==> config.mk <==
export PLATFORM = sky130hd
export DESIGN_NAME = perf_count_ctrl
export DESIGN_NICKNAME = d
export VERILOG_FILES = /design/src/rtl/perf_pkg.sv /design/src/rtl/perf_counter_slice.sv /design/src/rtl/perf_count_ctrl.sv
export SDC_FILE = /design/constraint.sdc
export NUM_CORES = 1
export LEC_CHECK = 0
export CORE_ASPECT_RATIO = 1.2
export CORE_MARGIN = 2
export CORE_UTILIZATION = 40
export CTS_CLUSTER_SIZE = 10
export DETAILED_ROUTE_END_ITERATION = 10
export SYNTH_ARGS = -nofsm -noshare
export SYNTH_HDL_FRONTEND = slang
export SYNTH_SLANG_ARGS = --single-unit
==> constraint.sdc <==
create_clock -name clk -period 5.95 [get_ports clk]
set_clock_uncertainty 0.15 [all_clocks]
set_input_delay 0.595 -clock clk [delete_from_list [all_inputs] [get_ports clk]]
set_output_delay 0.595 -clock clk [all_outputs]
set_load 0.02 [all_outputs]
==> src/rtl/perf_pkg.sv <==
// Shared encodings for the performance counter controller.
// Command opcodes, FSM states and default sizing.
package perf_pkg;

    localparam int DEF_WIDTH  = 32;
    localparam int DEF_NUM_EV = 4;

    typedef enum logic [1:0] {
        OP_START = 2'd0,
        OP_STOP  = 2'd1,
        OP_CLEAR = 2'd2,
        OP_SNAP  = 2'd3
    } op_e;

    typedef enum logic [1:0] {
        S_IDLE = 2'd0,
        S_RUN  = 2'd1,
        S_CLR  = 2'd2
    } state_e;

endpackage

==> src/rtl/perf_counter_slice.sv <==
// One event counter with its sticky overflow flag and shadow copy.
// Shadow captures the pre-increment value on snap.
module perf_counter_slice #(
    parameter int WIDTH = 32
) (
    input  logic             clk,
    input  logic             rst_n,
    input  logic             inc,
    input  logic             clr,
    input  logic             snap,
    output logic             wrap,
    output logic             ovf,
    output logic [WIDTH-1:0] shadow
);

    logic [WIDTH-1:0] count;

    assign wrap = inc && (&count);

    always_ff @(posedge clk or negedge rst_n) begin
        if (!rst_n) begin
            count  <= '0;
            ovf    <= 1'b0;
            shadow <= '0;
        end else begin
            if (clr) begin
                count <= '0;
                ovf   <= 1'b0;
            end else if (inc) begin
                count <= count + 1'b1;
                if (wrap) ovf <= 1'b1;
            end
            if (snap) shadow <= count;
        end
    end

endmodule

==> src/rtl/perf_count_ctrl.sv <==
// Performance counter controller: start/stop/clear/snapshot FSM
// driving NUM_EV counter slices with a readable shadow bank.
module perf_count_ctrl
    import perf_pkg::*;
#(
    parameter int WIDTH  = DEF_WIDTH,
    parameter int NUM_EV = DEF_NUM_EV,
    localparam int IW    = $clog2(NUM_EV)
) (
    input  logic              clk,
    input  logic              rst_n,
    input  logic [NUM_EV-1:0] ev,
    input  logic              halt,
    input  logic              stop_on_ovf,
    input  logic              cmd_valid,
    input  logic [1:0]        cmd_op,
    output logic              cmd_ready,
    input  logic [IW-1:0]     rd_sel,
    output logic [WIDTH-1:0]  rd_data,
    output logic              running,
    output logic [NUM_EV-1:0] ovf,
    output logic              busy
);

    state_e            state, state_nxt;
    logic [IW-1:0]     idx;
    logic              acc;
    logic              snap;
    logic [NUM_EV-1:0] inc, clr, wrap;
    logic [WIDTH-1:0]  shadow [NUM_EV];

    assign acc  = cmd_valid && cmd_ready;
    assign snap = acc && (cmd_op == OP_SNAP);

    always_ff @(posedge clk or negedge rst_n) begin
        if (!rst_n) state <= S_IDLE;
        else        state <= state_nxt;
    end

    always_comb begin
        state_nxt = state;
        unique case (state)
            S_IDLE: begin
                if (acc && cmd_op == OP_START)
                    state_nxt = S_RUN;
                else if (acc && cmd_op == OP_CLEAR)
                    state_nxt = S_CLR;
            end
            S_RUN: begin
                if (acc && cmd_op == OP_CLEAR)
                    state_nxt = S_CLR;
                else if (halt || (acc && cmd_op == OP_STOP)
                         || (stop_on_ovf && |wrap))
                    state_nxt = S_IDLE;
            end
            S_CLR: begin
                if (idx == IW'(NUM_EV - 1))
                    state_nxt = S_IDLE;
            end
            default: state_nxt = S_IDLE;
        endcase
    end

    always_comb begin
        cmd_ready = (state != S_CLR);
        running   = (state == S_RUN);
        busy      = (state == S_CLR);
    end

    // Clear walks one slice per cycle; idx wraps back to 0 on exit.
    always_ff @(posedge clk or negedge rst_n) begin
        if (!rst_n)             idx <= '0;
        else if (state == S_CLR) idx <= idx + 1'b1;
        else                    idx <= '0;
    end

    for (genvar i = 0; i < NUM_EV; i++) begin : g_slice
        assign inc[i] = running && ev[i];
        assign clr[i] = busy && (idx == IW'(i));

        perf_counter_slice #(
            .WIDTH(WIDTH)
        ) u_slice (
            .clk   (clk),
            .rst_n (rst_n),
            .inc   (inc[i]),
            .clr   (clr[i]),
            .snap  (snap),
            .wrap  (wrap[i]),
            .ovf   (ovf[i]),
            .shadow(shadow[i])
        );
    end

    assign rd_data = shadow[rd_sel];

endmodule

# == Yosys cells after proc, flatten, opt, wreduce, memory -nomap -nowiden ==
# Cells that the tools add are included.
# W data, S select, Z words.
# word_totals
inputBits,13
elab_cells,104
regBits,264
# op_classes
bitwise_logic,1
eq_ne,12
magnitude_cmp,1
add_sub_neg,5
n_reduce_logical,41
mux,30
# op_table
operator,n
$mux W32,10
$add A32 B1 Y32 const B,4
$reduce_and A32 Y1,4
$bmux W32 S2,1
$logic_and A1 B1 Y1,18
$reduce_bool A2 Y1,8
$mux W1,12
$mux W2,6
$eq A2 B2 Y1 const B,5
$reduce_and A2 Y1,4
$eq A2 B1 Y1 const B,3
$logic_not A2 Y1,3
$pmux W2 S3,1
$reduce_or A4 Y1,1
$ge A3 B3 Y1 const B,1
$ne A3 B1 Y1 const B,1
$ne A3 B3 Y1 const B,1
$not A2 Y3,1
$reduce_and A3 Y1,1
$add A2 B1 Y2 const B,1
$logic_or A1 B1 Y1,2
$ne A2 B1 Y1 const B,1
$ne A2 B2 Y1 const B,1

# == Logic depth before layout (Yosys ltp) ==
# depth
word_depth,9
ltp_mapped,8
depth_no_buf,7

# == By module ==
# From an unflattened synthesis, not the netlist that was laid out.
# unflattened
hier_cells,1131
hier_area_um2,13142.6
# by_module_without_submodules
mod,seq_area_each_um2,area_each_um2,cells_each,instances
perf_counter_slice,1626.6,3006.6,265,4
perf_count_ctrl,100.1,1116.1,71,1

# == Worst setup path after synthesis ==
# Ideal clock, no wire load.
# synth_timing
path_kind,input to output
start,input rd_sel[0]
end,output rd_data[10]
path_slack_ps,3210
arrival_ps,1995
path_stages,3
path_buffers,2
path_cell_list,clkbuf_1 > buf_1 > mux4_2
# synth_via
elab_chain_cells,4
# synth_rtl
item,line_no,text
from (decl),perf_count_ctrl.sv:18,"input logic [IW-1:0] rd_sel,"
$not A2 Y3 (implied by the code),perf_count_ctrl.sv:95,assign rd_data = shadow[rd_sel];
$bmux W32 S2,perf_count_ctrl.sv:95,
$mux W32 (implied by the code) (2 in a row),perf_count_ctrl.sv:95,
to (decl),perf_count_ctrl.sv:19,"output logic [WIDTH-1:0] rd_data,"
# No other way between the ends. The select of a mux whose other input is x is not followed.

# == Worst setup path in the final report ==
# layout_timing
start,input rd_sel[0]
end,output rd_data[11]
# The elaborated chain is that of the path after synthesis.

==> impl_results.md <==
* Global route total overflow at 0
* Port Buffers at 51
* Clk sinks at ~260
* Vias in the first global route at 8394
* Sequential element share of the synthesized area at a little over half
* P_sw at 1.07 mW
* Fin. Hold Viols at 0
* Status: completed
* Root buffer cell: clkbuf_16
* Area contributors post-synth: dfrtp_1, mux2_2, mux4_2, xor2_1, nor2_1
* Final setup margin at 2.69 ns
* Max_cap viols at 0
* N_diodes at 0
* Critical path fanouts, max at 23
* Post-synthesis xor/xnor area fraction at 7.27%
* P_leak at 6.46 nW
* Critical path's slowest cell: mux4_2
* Power per Cell Area at 288 nW/um^2
* Combinational power share at roughly an eighth
* Placed cells at 1468
* Post-CTS Resized at 0
* Routability congestion estimate at 0.808
* CTS Buf Count at 30
* H-tree Lvls at 1
* Setup TNS at 0 ns
* Final WL at about 30000 microns
* Mapped Area at ~12000 sq um
* Cell Chain, Critical Path: buf_2 > buf_4 > mux4_2 > clkdlybuf4s50_1
* Async SR Flop Fraction at between 90% and 100%
* Worst endpoint required time at 5.20 ns
* Simple-gate portion of the synthesized area at 16.7%
* Filler cell count at approximately 2800
* Fmax at 307 MHz
* Internal power at ~3 mW
* Number of synthesized flops with an enable pin at 0
* Mean Syn Cell Area at around 12 sq um
* DRC at 0
* DIE AREA at roughly 32000 sq um
* Global-route wire length before repair at 48600 microns
* Largest stage delay, worst path at 0.56 ns
* Max-slew violation count at 0
* Number of distinct library cells after synthesis at 54
* Register area at approximately 6600 sq um
* Main combinational cell family by area after synthesis: multiplexers
* Synth area leader: dfrtp_1
* Fraction of the cycle the final worst path needs at 54.7%
* Final ANT Viol Nets at 0
* Worst vdd rail ir drop at between 0.15 and 0.2 mV
* RSZ-0062 raised after global routing: no
* Compound-Gate Fraction of Synth Area at 3.26%
* Initial antenna violation count at 0
* Synthesized instance count at 1056
* Multi-input logic area at 5540 sq um
* Syn nets at between 1000 and 1500
* Worst slew margin at about 31%
* Flops & latches, synth at between 200 and 300
* Multiplexer area fraction after synthesis at roughly 17%
* Pre-CTS setup slack at 2.64 ns
* Worst slew pin tran at 1.03 ns
* Worst Hold Class: flip-flop to flip-flop
* Sequential Power Share at 48.1%
* Max Buffers Root-to-Sink at 3
* Vias at 8299
* Drt wl/cell at 20.1 microns
* Core area at between 30000 and 40000 sq um
* Final setup vio count at 0
* Count leader, synth: dfrtp_1
* DP HPWL at 21600 microns
* Clock power frac at 39.9%
* GRT Total Usage at 19.5%
* Synth Flop Type: dfrtp_1
* 1st-iter DRT viols at 596
* Post-layout min period at roughly 3.3 ns
* Yosys top cell area share at 53.2%
* CTS tree: built
* Final Power at around 4.1 mW
* Starting Density at 40.7%
* Largest net degree at the start of global routing at approximately 140
* Layout cells sized above 1 at a little under a fifth
* Most frequent cells after synthesis: dfrtp_1, nor2_1, mux2_2
* Critical path class: input pin to output pin
* Arr. time, crit path at roughly 2.5 ns
* Layout Cells excl Fill at 1503
* Die W at about 160 microns
* Setup bufs post-CTS at 0
* Worst setup EP type: output pin
* Startpoint Class: input pin
* Final hold slack at 0.331 ns
* 1st-pass router iterations at 5
* Sw frac at 26.2%
* Worst-Skew Late Latency at 0.55 ns
* Die height at 197 microns
* Via density at 5.52
* Synth Area in Adders at 0.806%
* Placement Rows at 70
* Area growth syn-to-layout at 14.1%
* Clock transition at path regs at 0.05 ns
* YS warnings at 0
* # nets final at ~1100
* # IOs at 52
[state kept, by name, indices dropped and copies added, names as in the netlist]
| register | flops |
|---|---|
| state | 2 |
| g_slice.u_slice.ovf | 4 |
| idx | 2 |
| g_slice.u_slice.shadow | 128 |
| g_slice.u_slice.count | 128 |
[per-layer routing]
metal / share of wire (%) / global-route usage (%) / wire length (microns)
met1: 44 / 26.6 / 13400
met2: 50 / 33.1 / 15200
met3: 3.1 / 2.10 / 943
met4: 2.1 / 5.06 / 637
met5: 0 / 0 / 0
[path summary, 6_finish.rpt]
path,start,slack (ns),end,depth (start not counted)
min in group asynchronous,rst_n,0.52,g_slice[2].u_slice.count[4]$_DFFE_PN0P_,2
setup / recovery,rd_sel[0],2.69,rd_data[11],4
setup reg to reg,state[0]$_DFFE_PN0P_,2.99,g_slice[0].u_slice.count[23]$_DFFE_PN0P_,5
hold reg to reg,g_slice[3].u_slice.shadow[23]$_DFFE_PN0P_,0.33,g_slice[3].u_slice.shadow[23]$_DFFE_PN0P_,2
max in group asynchronous,rst_n,3.88,g_slice[2].u_slice.shadow[28]$_DFFE_PN0P_,3
hold / removal,g_slice[3].u_slice.shadow[23]$_DFFE_PN0P_,0.33,g_slice[3].u_slice.shadow[23]$_DFFE_PN0P_,2
[kinds of logic (layout without fill, tap and decap cells)]
| logic type | Yosys count | after routing |
|---|---|---|
| compound gates | 64 | 64 |
| xor+xnor | 103 | 103 |
| fa+ha+maj | 8 | 8 |
| buf+inv | 65 | 116 |
| flops | 264 | 264 |
| mux | 152 | 152 |
| simple gates | 400 | 400 |
[layout by cell type (no fill, tap or decap), types with 7 or more instances in the layout]
cell / instances
a21oi_1: 21
and2_1: 13
and3_1: 14
buf_4: 10
clkbuf_16: 31
clkdlybuf4s50_1: 49
dfrtp_1: 264
ha_1: 8
inv_1: 18
mux2_2: 118
mux4_2: 32
nand2_1: 64
nand3_1: 48
nand4_1: 53
nor2_1: 129
nor3_1: 14
nor4_1: 11
o211ai_1: 7
o21ai_0: 23
or3_1: 12
or4_1: 9
xnor2_1: 25
xor2_1: 78
[critical path, delay by kind of cell]
kind                   cells  cell delay, ns
muxes                      1            0.56
buffers and inverters      3            1.30
[cell type report]
| class | instances | share of cell area, % |
|---|---|---|
| Sequential cell | 264 | 46.6 |
| Multi-Input combinational cell | 727 | 39.1 |
| Clock buffer | 33 | 5.53 |
| Timing Repair Buffer | 64 | 4.49 |
| Tap cell | 396 | 3.50 |
| Inverter | 18 | 0.477 |
| Clock inverter | 1 | 0.212 |
[power by group through the flow]
stage | clock [mW] | sequential, mW | combinational (mW)
detailed placement | 0 | 1.99 | 0.496
finish | 1.62 | 1.96 | 0.490
global placement | 0 | 1.99 | 0.494
CTS | 1.67 | 1.96 | 0.499
global route | 1.74 | 1.97 | 0.545
floorplan | 0 | 1.94 | 0.336
[repair_timing]
action / in CTS / in global routing
endpoints found under the hold margin: 19 / 0
hold buffers: 1 / 0
setup endpoints to repair: 0 / 0
[per-stage QoR]
step	utilization, %	area (sq um)
4_1_cts	46.5	14200
5_1_grt	46.5	14200
3_5_place_dp	43.8	13300
6_report	46.5	14200
3_3_place_gp	43.8	13300
2_1_floorplan	-	12400
(Power assumes the default switching activity.)
